==> src/rtl/mips_defs.sv <==
// Shared encodings for the multi-cycle MIPS control path: FSM states, opcodes and ALUOp codes.
package mips_defs;

    localparam logic [3:0] S_FETCH    = 4'd0;
    localparam logic [3:0] S_DECODE   = 4'd1;
    localparam logic [3:0] S_MEM_ADDR = 4'd2;
    localparam logic [3:0] S_MEM_RD   = 4'd3;
    localparam logic [3:0] S_MEM_WB   = 4'd4;
    localparam logic [3:0] S_MEM_WR   = 4'd5;
    localparam logic [3:0] S_R_EXEC   = 4'd6;
    localparam logic [3:0] S_R_WB     = 4'd7;
    localparam logic [3:0] S_BRANCH   = 4'd8;
    localparam logic [3:0] S_JUMP     = 4'd9;
    localparam logic [3:0] S_I_EXEC   = 4'd10;
    localparam logic [3:0] S_I_WB     = 4'd11;

    localparam logic [5:0] OP_R    = 6'b000000;
    localparam logic [5:0] OP_LW   = 6'b100011;
    localparam logic [5:0] OP_SW   = 6'b101011;
    localparam logic [5:0] OP_BEQ  = 6'b000100;
    localparam logic [5:0] OP_J    = 6'b000010;
    localparam logic [5:0] OP_ADDI = 6'b001000;
    localparam logic [5:0] OP_SLTI = 6'b001010;

    localparam logic [3:0] ALUOP_RTYPE = 4'b0000;
    localparam logic [3:0] ALUOP_ADD   = 4'b1000;
    localparam logic [3:0] ALUOP_SUB   = 4'b0100;
    localparam logic [3:0] ALUOP_SLT   = 4'b1010;

    function automatic logic op_legal(input logic [5:0] op);
        case (op)
            OP_R, OP_LW, OP_SW, OP_BEQ, OP_J, OP_ADDI, OP_SLTI: op_legal = 1'b1;
            default:                                            op_legal = 1'b0;
        endcase
    endfunction

endpackage

==> src/rtl/ctrl_out_decode.sv <==
// Combinational map from FSM state, latched opcode and memory ready to datapath controls.
module ctrl_out_decode
    import mips_defs::*;
(
    input  logic [3:0] state,
    input  logic [5:0] op_q,
    input  logic [5:0] instr_op,
    input  logic       mem_ready,
    output logic       pc_write,
    output logic       pc_write_cond,
    output logic       ir_write,
    output logic       i_or_d,
    output logic       mem_read,
    output logic       mem_write,
    output logic       mem_to_reg,
    output logic       reg_dst,
    output logic       reg_write,
    output logic       alu_src_a,
    output logic [1:0] alu_src_b,
    output logic [3:0] alu_op,
    output logic [1:0] pc_source,
    output logic       illegal
);

    always_comb begin
        // NOTE: every output gets a default before the case so no path leaves one unassigned (no latch).
        pc_write      = 1'b0;
        pc_write_cond = 1'b0;
        ir_write      = 1'b0;
        i_or_d        = 1'b0;
        mem_read      = 1'b0;
        mem_write     = 1'b0;
        mem_to_reg    = 1'b0;
        reg_dst       = 1'b0;
        reg_write     = 1'b0;
        alu_src_a     = 1'b0;
        alu_src_b     = 2'b00;
        alu_op        = ALUOP_RTYPE;
        pc_source     = 2'b00;
        illegal       = 1'b0;
        case (state)
            S_FETCH: begin
                mem_read  = 1'b1;
                alu_src_b = 2'b01;
                alu_op    = ALUOP_ADD;
                pc_write  = mem_ready;
                ir_write  = mem_ready;
            end
            // The opcode is not latched yet in DECODE, so the live IR field is used here.
            S_DECODE: begin
                alu_src_b = 2'b11;
                alu_op    = ALUOP_ADD;
                illegal   = ~op_legal(instr_op);
            end
            S_MEM_ADDR: begin
                alu_src_a = 1'b1;
                alu_src_b = 2'b10;
                alu_op    = ALUOP_ADD;
            end
            S_MEM_RD: begin
                mem_read = 1'b1;
                i_or_d   = 1'b1;
            end
            S_MEM_WR: begin
                mem_write = 1'b1;
                i_or_d    = 1'b1;
            end
            S_MEM_WB: begin
                mem_to_reg = 1'b1;
                reg_write  = 1'b1;
            end
            S_R_EXEC: begin
                alu_src_a = 1'b1;
                alu_op    = ALUOP_RTYPE;
            end
            S_R_WB: begin
                reg_dst   = 1'b1;
                reg_write = 1'b1;
            end
            S_BRANCH: begin
                alu_src_a     = 1'b1;
                alu_op        = ALUOP_SUB;
                pc_write_cond = 1'b1;
                pc_source     = 2'b01;
            end
            S_JUMP: begin
                pc_write  = 1'b1;
                pc_source = 2'b10;
            end
            S_I_EXEC: begin
                alu_src_a = 1'b1;
                alu_src_b = 2'b10;
                alu_op    = (op_q == OP_SLTI) ? ALUOP_SLT : ALUOP_ADD;
            end
            S_I_WB: begin
                reg_write = 1'b1;
            end
            default: ;
        endcase
    end

endmodule

==> src/rtl/multicycle_ctrl.sv <==
// Main multi-cycle MIPS control FSM: sequences instruction phases, stalls on memory ready, counts retirements.
module multicycle_ctrl
    import mips_defs::*;
#(
    parameter int CNT_W = 32
) (
    input  logic             clk_i,
    input  logic             rst_i,
    input  logic [5:0]       instr_op_i,
    input  logic             mem_ready_i,
    output logic             pc_write_o,
    output logic             pc_write_cond_o,
    output logic             ir_write_o,
    output logic             i_or_d_o,
    output logic             mem_read_o,
    output logic             mem_write_o,
    output logic             mem_to_reg_o,
    output logic             reg_dst_o,
    output logic             reg_write_o,
    output logic             alu_src_a_o,
    output logic [1:0]       alu_src_b_o,
    output logic [3:0]       alu_op_o,
    output logic [1:0]       pc_source_o,
    output logic             illegal_o,
    output logic [3:0]       state_o,
    output logic [CNT_W-1:0] instr_cnt_o
);

    logic [3:0]       state, state_nxt;
    logic [5:0]       op_q;
    logic [CNT_W-1:0] instr_cnt;
    logic             retire;

    always_comb begin
        state_nxt = state;
        case (state)
            S_FETCH:    if (mem_ready_i) state_nxt = S_DECODE;
            S_DECODE: begin
                case (instr_op_i)
                    OP_LW, OP_SW:     state_nxt = S_MEM_ADDR;
                    OP_R:             state_nxt = S_R_EXEC;
                    OP_BEQ:           state_nxt = S_BRANCH;
                    OP_J:             state_nxt = S_JUMP;
                    OP_ADDI, OP_SLTI: state_nxt = S_I_EXEC;
                    default:          state_nxt = S_FETCH;
                endcase
            end
            S_MEM_ADDR: state_nxt = (op_q == OP_SW) ? S_MEM_WR : S_MEM_RD;
            S_MEM_RD:   if (mem_ready_i) state_nxt = S_MEM_WB;
            S_MEM_WR:   if (mem_ready_i) state_nxt = S_FETCH;
            S_R_EXEC:   state_nxt = S_R_WB;
            S_I_EXEC:   state_nxt = S_I_WB;
            default:    state_nxt = S_FETCH;
        endcase
    end

    // An illegal opcode returns from DECODE without retiring anything.
    assign retire = (state_nxt == S_FETCH) && (state != S_FETCH) && (state != S_DECODE);

    // NOTE: registered state uses non-blocking assignments so every flop samples pre-edge values.
    always_ff @(posedge clk_i or negedge rst_i) begin
        if (!rst_i) begin
            state     <= S_FETCH;
            op_q      <= 6'd0;
            instr_cnt <= '0;
        end else begin
            state <= state_nxt;
            if (state == S_DECODE) op_q <= instr_op_i;
            if (retire) instr_cnt <= instr_cnt + CNT_W'(1);
        end
    end

    ctrl_out_decode u_out (
        .state         (state),
        .op_q          (op_q),
        .instr_op      (instr_op_i),
        .mem_ready     (mem_ready_i),
        .pc_write      (pc_write_o),
        .pc_write_cond (pc_write_cond_o),
        .ir_write      (ir_write_o),
        .i_or_d        (i_or_d_o),
        .mem_read      (mem_read_o),
        .mem_write     (mem_write_o),
        .mem_to_reg    (mem_to_reg_o),
        .reg_dst       (reg_dst_o),
        .reg_write     (reg_write_o),
        .alu_src_a     (alu_src_a_o),
        .alu_src_b     (alu_src_b_o),
        .alu_op        (alu_op_o),
        .pc_source     (pc_source_o),
        .illegal       (illegal_o)
    );

    assign state_o     = state;
    assign instr_cnt_o = instr_cnt;

endmodule

==> config.mk <==
export PLATFORM = sky130hd
export DESIGN_NAME = multicycle_ctrl
export DESIGN_NICKNAME = d
export VERILOG_FILES = /design/src/rtl/mips_defs.sv /design/src/rtl/ctrl_out_decode.sv /design/src/rtl/multicycle_ctrl.sv
export SDC_FILE = /design/constraint.sdc
export NUM_CORES = 1
export LEC_CHECK = 0
export ABC_AREA = 1
export CAP_MARGIN = 20
export CORE_MARGIN = 2
export CORE_UTILIZATION = 55
export DETAILED_ROUTE_END_ITERATION = 10
export PLACE_DENSITY = 0.86
export SYNTH_ARGS = -nofsm -noshare
export SYNTH_HDL_FRONTEND = slang
export SYNTH_SLANG_ARGS = --single-unit
==> constraint.sdc <==
create_clock -name clk_i -period 2.9 [get_ports clk_i]
set_input_delay 0.58 -clock clk_i [delete_from_list [all_inputs] [get_ports clk_i]]
set_output_delay 0.58 -clock clk_i [all_outputs]
set_load 0.1 [all_outputs]
==> run summary, run 1 <==
CTS H-tree depth: 2
critical path fanouts, max: 3
delay-heaviest family, CP: buffers and inverters
Die W: 77.6 um
port bufs: 62
vias in the first global route: 2914
syn nets: 480
Root Driver: clkbuf_8
Sink Count: 42
cells after synthesis: 470
area delta synth->final: 23.0%
power density over cell area: 877 mW/mm^2
crit-path max cell delay: 0.46 ns
FF+latch count, synth: 42
DR iter-0 viols: 199
post-synth top area cell: dfrtp_1
Vias/cell: 5.17
status: finished, final reports clean
Fillers: 432
Post-DP Area: 0.00358 mm^2
Finished Layout Cells: 600
CP max-delay cell: clkdlybuf4s50_1
maximum vdd drop: 0.00136 V
Internal Pwr Total: 1.32 mW
Seq/Total Area, Yosys: 35.2%
Worst slew margin: 37.5%
overall routing resource usage: 27.6%
Wirelength per Cell: 13.1 um
clk_lat worst skew: 0.30 ns
synth warn: 0
clock share of power: 12.2%
sequential power share: 24.1%
CTS tree: done
crit path capture type: output pin
final setup vio count: 0
post-route ant nets: 0
maxcap violations: 0
Synth Cell Area: 0.00298 mm^2
FMAX: 0.399 GHz
Post-synth EDFFs: 0
GP Congestion: 0.914
routed via count: 3102
Avg Cell Area, Syn: 6.34 um^2
cell chain of the critical path: clkdlybuf4s50_1, nor2_1, nand2_1, o22ai_1, nor3_4, buf_12
WP data required: 2.32 ns
first drt pass iteration count: 4
largest net degree at the start of global routing: 43
period utilization: 86.4%
row cnt: 26
CP bufs+invs: 2
Yosys top cell area share: 35.2%
Post-CTS Hold Buffers: 0
Clock Path Buffers: 2
Setup Fix Bufs, Post-CTS: 0
CTS Buf Count: 5
Net Sw Power: 1.90 mW
Setup Skew: 0.00969 ns
startpoint types: input pin
Gate power share: 63.7%
antenna violations before repair: 0
Fin. Hold Viols: 0
sw frac: 59.0%
asr flop ratio synth: 100%
FF+latch area: 0.00106 mm^2
number of remaining DRC errors: 0
placed insts: 592
area of the multi-input gates: 0.00171 mm^2
main area contributors after synthesis: dfrtp_1 (35%), nand2_1 (24%), nor2_1 (9.2%)
share of cells above drive strength 1: 18.5%
global-route wire length before repair: 13400 um
design area: 0.00367 mm^2
worst setup path class: in -> out
Core ar.: 0.00517 mm^2
DP Wirelength: 6090 um
clk slew on worst S/H paths: 0.09 ns
Net count, final: 539
post-synthesis cell type count: 28
post-cts resize count: 0
HP Class: in -> async
DIE HEIGHT: 77.6 um
Overflow after GRT: 0
Die Area: 0.00603 mm^2
top_reg_cell synth: dfrtp_1
unrepaired setup endpoints after global routing: false
antenna diode count: 0
WP data arrival: 1.93 ns
Routed WL: 7850 um
IO Pins: 64
final number of max-transition violations: 0
Initial Util: 57.6%
Final Critical Period: 2.51 ns
Pleak: 1.84 nW
worst slew pin tran: 0.938 ns
## metal layers
layer	up-vias	routed length, um	GRT usage, %
met4	0	205	9.11
met1	1424	3260	33.1
met2	86	4050	49.7
li1	1573	-	-
met5	-	0	0
met3	19	329	4.88
## worst reg2reg max path, cell delays in order, from the launching register on
cell and delay [ns]:
dfrtp_2 0.44, inv_2 0.08, nand2_2 0.15, nor2_1 0.07, buf_4 0.17, nand2_1 0.08
nand2_2 0.09, nor2_8 0.24, nand3_4 0.36, nand2_1 0.20, nand2_1 0.06
## state kept, by name, indices dropped and copies added, names as in the netlist
name	cells
instr_cnt_o	32
op_q	6
state_o	4
## path summary, 6_finish.rpt
path	startpoint	to	slack, ns	cells past startpoint
setup / recovery	instr_op_i[5]	illegal_o	0.39	6
hold / removal	rst_i	instr_cnt_o[14]	0.41	1
setup reg to reg	state_o[2]	instr_cnt_o[29]	0.85	10
hold reg to reg	op_q[3]	op_q[3]	0.53	2
max in group asynchronous	rst_i	state_o[3]	1.84	1
min in group clk_i	op_q[3]	op_q[3]	0.53	2
## cell families (layout without fill, tap and decap cells)
family | after synthesis | after routing | synth area share, %
AND/OR/NAND/NOR | 337 | 337 | 47.5
buffers and inverters | 58 | 118 | 9.36
flip-flops | 42 | 42 | 35.2
AO/OA/AOI/OAI | 16 | 16 | 2.90
XOR/XNOR | 15 | 15 | 4.41
adder cells (fa/ha/maj) | 1 | 1 | 0.420
other | 1 | 1 | 0.126
## synth_stat cells (all sizes together), types with 2 or more instances
cell type,n
nand2,200
nor2,78
nand3,54
inv,45
dfrtp,42
buf,13
o21ai,11
xor2,10
xnor2,5
a21oi,2
nand4,2
nor3,2
o22ai,2
## power by group through the flow
stage	logic, mW	clock network [mW]	registers, mW
6_report	2.05	0.393	0.775
5_1_grt	2.17	0.416	0.787
4_1_cts	2.05	0.400	0.772
3_5_place_dp	2.05	0	0.783
3_3_place_gp	2.03	0	0.781
2_1_floorplan	1.37	0	1.05
## through the flow
| step | TNS (ns) | hold WS, ns | setup slack (ns) | utilization (%) | power [mW] |
|---|---|---|---|---|---|
| 2_1_floorplan | -0.221 | 0.284 | -0.0996 | - | 2.42 |
| 3_3_place_gp | 0 | 0.492 | 0.410 | 69.1 | 2.81 |
| 3_5_place_dp | 0 | 0.507 | 0.389 | 69.1 | 2.83 |
| 4_1_cts | 0 | 0.460 | 0.386 | 70.9 | 3.23 |
| 5_1_grt | 0 | 0.505 | 0.259 | 70.9 | 3.38 |
| 6_report | 0 | 0.410 | 0.395 | 70.9 | 3.22 |
## cell usage in the layout, fill, tap and decap left out, types with 2 or more instances in the layout
master / count
o21ai_0: 6
dfrtp_1: 38
nand2_1: 194
clkdlybuf4s50_1: 7
nor2_1: 69
nor2_2: 4
o21ai_1: 4
dfrtp_2: 4
clkbuf_8: 5
inv_1: 39
nand4_1: 2
o22ai_1: 2
nand3_1: 52
nor3_4: 2
xnor2_1: 5
inv_2: 6
buf_4: 53
nand2_2: 6
xor2_1: 10
buf_12: 4
nor2_4: 4
## final cells by class
cell class	count	area share [%]
clock inverters	3	0.580
repair buffers	65	15.1
clock buffers	5	1.88
multi-input cells	370	46.7
well taps	70	2.39
inverters	45	4.61
flip-flops and latches	42	28.8
(Power assumes the default switching activity.)
==> run 2, diff against run 1 <==
- SETUP_SLACK_MARGIN: default -> 0.3
==> run 2 against run 1 <==
Compared with the run above: core utilization is 2.3 points higher; sequential power is 0.9% higher; die area stayed put; critical path type unchanged; clock skew down 0.0023 ns.
==> run summary, run 2 (synthesis results as in run 1) <==
status: finished, final reports clean
first drt pass iteration count: 4 (unchanged)
startpoint types: input pin
period utilization: 86.8% (+0.36 points)
final setup vio count: 0 (unchanged)
DP Wirelength: 6380 um (+4.7%)
worst setup path class: in -> out
antenna violations before repair: 0 (unchanged)
WP data required: 2.32 ns (about the same)
row cnt: 26 (unchanged)
GP Congestion: 0.911 (-0.32%)
Fillers: 436 (+0.93%)
placed insts: 592 (unchanged)
Setup Fix Bufs, Post-CTS: 0 (unchanged)
Overflow after GRT: 0 (unchanged)
largest net degree at the start of global routing: 33 (-23%)
most common cell after layout, fill and taps aside: nand2_1
WP data arrival: 1.94 ns (about the same)
HP Class: in -> async
clk slew on worst S/H paths: 0.09 ns (about the same)
CTS H-tree depth: 2 (unchanged)
unrepaired setup endpoints after global routing: false
Initial Util: 57.6% (unchanged)
FMAX: 0.397 GHz (-0.42%)
Setup Skew: 0.00741 ns (-0.00228 ns)
DIE HEIGHT: 77.6 um (unchanged)
Die W: 77.6 um (unchanged)
Fin. Hold Viols: 0 (unchanged)
Net count, final: 541 (+0.37%)
maximum vdd drop: 0.00147 V (+7.9%)
post-route ant nets: 0 (unchanged)
max FFs per register: 32 (unchanged)
antenna diode count: 0 (unchanged)
area delta synth->final: 26.9%
Finished Layout Cells: 602 (+0.33%)
post-cts resize count: 0 (unchanged)
port bufs: 62 (unchanged)
Final Critical Period: 2.52 ns (+0.0105 ns)
crit path capture type: output pin
CTS tree: done
TNS Setup: 0 ns (unchanged)
Die Area: 0.00603 mm^2 (unchanged)
routed via count: 3128 (+0.84%)
most frequent cells in the layout: nand2_1 (193), nor2_1 (65), buf_4 (55), nand3_1 (52), dfrtp_1 (38)
Vias/cell: 5.20 (+0.50%)
worst slew pin tran: 0.579 ns (-0.359 ns)
overall routing resource usage: 28.1% (+0.53 points)
Hold Slack: 0.277 ns (-0.133 ns)
Post-CTS Hold Buffers: 0 (unchanged)
Routed WL: 8190 um (+4.4%)
final number of max-transition violations: 0 (unchanged)
critical path fanouts, max: 5 (+2)
Worst slew margin: 61.4% (+24 points)
share of cells above drive strength 1: 20.7% (+2.2 points)
global-route wire length before repair: 13600 um (+1.8%)
maxcap violations: 0 (unchanged)
Sink Count: 42 (unchanged)
Core ar.: 0.00517 mm^2 (unchanged)
Wirelength per Cell: 13.6 um (+4.1%)
power density over cell area: 916 mW/mm^2 (+4.4%)
Pleak: 1.88 nW (+2.0%)
IO Pins: 64 (unchanged)
Clock Path Buffers: 2 (unchanged)
vias in the first global route: 2909 (-0.17%)
Root Driver: clkbuf_8
DR iter-0 viols: 196 (-1.5%)
CTS Buf Count: 5 (unchanged)
clk_lat worst skew: 0.29 ns (about the same)
number of remaining DRC errors: 0 (unchanged)
run 2: power breakdown:
group          switching (mW)  internal [mW]
Clock                   0.217          0.345
Sequential              0.102          0.680
Combinational            1.61          0.508
run 2: routing by layer:
layer | vias to the layer above | wire length [um] | GRT usage (%)
met5 | - | 0 | 0
met4 | 0 | 210 | 10.4
met3 | 18 | 354 | 4.42
met2 | 86 | 4170 | 49.5
met1 | 1445 | 3460 | 34.6
li1 | 1579 | - | -
run 2: per-stage QoR:
step / total power [mW] / setup WS (ns) / area (um^2) / utilization, %
2_1_floorplan: 2.49 / 0.270 / 3110 / -
3_3_place_gp: 2.85 / 0.459 / 3630 / 70.2
3_5_place_dp: 2.88 / 0.411 / 3630 / 70.2
4_1_cts: 3.45 / 0.311 / 3770 / 72.9
5_1_grt: 3.63 / 0.295 / 3780 / 73.1
6_report: 3.47 / 0.384 / 3780 / 73.1
run 2: final timing paths:
check                         startpoint         endpoint  depth (start not counted)  slack, ns
max in group asynchronous          rst_i  instr_cnt_o[25]                          2       1.97
min in group clk_i               op_q[1]          op_q[1]                          2       0.51
max                        instr_op_i[2]        illegal_o                          6       0.38
max reg2reg                   state_o[1]  instr_cnt_o[10]                         10       0.82
min reg2reg                      op_q[1]          op_q[1]                          2       0.51
min                                rst_i   instr_cnt_o[9]                          1       0.28
run 2: critical path, stage by stage:
cell and delay, ns:
clkdlybuf4s50_1 0.48, nor2_1 0.20, nand2_1 0.10, o221ai_1 0.32, nor3_4 0.07, buf_12 0.18
run 2: area by class of cell:
type,count,area (um^2),area share (%)
multi-input combinational,370,1750,46.2
sequential,42,1070,28.2
timing repair buffer,67,568,15.0
inverter,45,175,4.63
tap,70,87.6,2.31
clock buffer,5,68.8,1.82
clock inverter,3,68.8,1.82
==> run 3, diff against run 2 <==
- GPL_ROUTABILITY_DRIVEN: default -> 0
- MAX_ROUTING_LAYER: default -> met4
- PLACE_DENSITY: 0.86 -> 0.93
==> run 3 against run 2 <==
Compared with the run above: register-to-register slack better by 0.05 ns; first-iteration DRC count is 40% higher; highest routed layer unchanged; critical endpoint unchanged; sequential power is 1% higher.
==> run summary, run 3 (synthesis results as in run 1) <==
Routed WL: 7800 um (-4.8%)
DP Wirelength: 5890 um (-7.6%)
unrepaired setup endpoints after global routing: false
antenna diode count: 0 (unchanged)
Setup Skew: 0.00540 ns (-0.00201 ns)
worst reg2reg startpoint: state_o[1]
port bufs: 62 (unchanged)
delay-heaviest family, CP: buffers and inverters
utilization after layout: 72.1% (-1.1 points)
max FFs per register: 32 (unchanged)
Sink Count: 42 (unchanged)
flop2flop setup slack: 0.87 ns (+0.05 ns)
share of cells above drive strength 1: 20.6% (-0.11 points)
Internal Pwr Total: 1.34 mW (-12%)
crit path capture type: output pin
clock share of power: 12.0% (-4.2 points)
antenna violations before repair: 0 (unchanged)
final setup vio count: 0 (unchanged)
global-route wire length before repair: 13300 um (-2.3%)
worst slew pin tran: 0.940 ns (+0.361 ns)
sequential power share: 24.2% (+1.6 points)
first drt pass iteration count: 5 (+1)
number of remaining DRC errors: 0 (unchanged)
startpoint types: input pin
r2r worst-path depth: 10 (unchanged)
Fin. Hold Viols: 0 (unchanged)
cell chain of the critical path: clkdlybuf4s50_1, nor2_1, nand2_1, o221ai_1, nor3_4, buf_12
DIE HEIGHT: 77.6 um (unchanged)
FMAX: 0.390 GHz (-2.0%)
Wirelength per Cell: 13.0 um (-4.5%)
Worst slew margin: 37.4% (-24 points)
Vias/cell: 5.39 (+3.8%)
CTS Buf Count: 5 (unchanged)
Overflow after GRT: 0 (unchanged)
Initial Util: 57.6% (unchanged)
row cnt: 26 (unchanged)
Clock Path Buffers: 2 (unchanged)
vias in the first global route: 3014 (+3.6%)
Pleak: 1.85 nW (-1.7%)
Die W: 77.6 um (unchanged)
reg2reg end: instr_cnt_o[0]
critical path fanouts, max: 5 (unchanged)
overall routing resource usage: 27.9% (-0.30 points)
maxcap violations: 0 (unchanged)
setup ws final: 0.334 ns (-0.0503 ns)
CTS tree: done
sw frac: 58.9% (+3.1 points)
IO Pins: 64 (unchanged)
CP Depth: 6 (unchanged)
power density over cell area: 878 mW/mm^2 (-4.2%)
CTS H-tree depth: 2 (unchanged)
Net Sw Power: 1.93 mW (-0.35%)
dpl ws: 0.408 ns (-0.00390 ns)
largest net degree at the start of global routing: 43 (+30%)
maximum vdd drop: 0.00113 V (-23%)
DR iter-0 viols: 274 (+40%)
final number of max-transition violations: 0 (unchanged)
worst setup path class: in -> out
most common cell after layout, fill and taps aside: nand2_1
CP max-delay cell: clkdlybuf4s50_1
TNS Setup: 0 ns (unchanged)
Die Area: 0.00603 mm^2 (unchanged)
area delta synth->final: 25.0%
CP bufs+invs: 2 (unchanged)
Final Critical Period: 2.57 ns (+0.0503 ns)
post-route ant nets: 0 (unchanged)
Net count, final: 539 (-0.37%)
WP data arrival: 1.99 ns (+0.05 ns)
Root Driver: clkbuf_8
Gate power share: 63.8% (+2.6 points)
routed via count: 3236 (+3.5%)
status: finished, final reports clean
HP Class: in -> async
clk_lat worst skew: 0.30 ns (about the same)
crit-path max cell delay: 0.51 ns (+0.03 ns)
period utilization: 88.5% (+1.7 points)
clk slew on worst S/H paths: 0.09 ns (about the same)
most frequent cells in the layout: nand2_1 (193), nor2_1 (65), buf_4 (53), nand3_1 (52), dfrtp_1 (38)
Core ar.: 0.00517 mm^2 (unchanged)
WP data required: 2.32 ns (about the same)
[run 3: worst max-delay path by stage]
stage                            to          start
after global routing      illegal_o  instr_op_i[2]
final                     illegal_o  instr_op_i[2]
after floorplan           illegal_o     state_o[2]
after CTS                 illegal_o     state_o[2]
after global placement    illegal_o  instr_op_i[2]
after detailed placement  illegal_o  instr_op_i[5]
[run 3: worst register-to-register path: stages (launching register included)]
cell and delay [ns]:
dfrtp_4 0.54, nand2_1 0.17, inv_2 0.07, nand2_1 0.08, nand2_1 0.07, nand2_1 0.09, nand2_2 0.09, nor2_8 0.24
nand3_4 0.34, nand2_1 0.17, nand2_1 0.06
[run 3: through the flow]
stage          cells  cell area (um^2)  power [mW]  hold slack [ns]
2_1_floorplan    470              3110        2.49            0.284
3_3_place_gp     591              3620        2.84            0.489
3_5_place_dp     591              3620        2.87            0.505
4_1_cts          599              3710        3.26            0.452
5_1_grt          600              3730        3.43            0.490
6_report         600              3730        3.27            0.412
[run 3: area by class of cell]
| type | count | area [um^2] |
|---|---|---|
| Timing Repair Buffer | 65 | 553 |
| Tap cell | 70 | 87.6 |
| Clock buffer | 5 | 68.8 |
| Sequential cell | 42 | 1070 |
| Clock inverter | 3 | 21.3 |
| Multi-Input combinational cell | 370 | 1760 |
| Inverter | 45 | 175 |
| Fill cell | 430 | 1450 |
[run 3: power by group through the flow]
stage | logic (mW) | registers (mW) | clock network, mW
2_1_floorplan | 1.43 | 1.06 | 0
3_3_place_gp | 2.05 | 0.793 | 0
3_5_place_dp | 2.07 | 0.800 | 0
4_1_cts | 2.08 | 0.790 | 0.393
5_1_grt | 2.21 | 0.805 | 0.421
6_report | 2.09 | 0.791 | 0.393
[run 3: metal layers]
layer,vias to the layer above,share of wire [%],GRT usage (%)
li1,1569,-,-
met1,1508,39,32.3
met2,133,51,47.2
met3,26,6.4,5.47
met4,0,3.5,11.6
met5,-,0,-
[run 3: timing repair]
item | CTS | global route
setup endpoints to repair | 0 | 2
setup buffers | 0 | 1
hold buffers | 0 | 0
resized for setup | 0 | 1
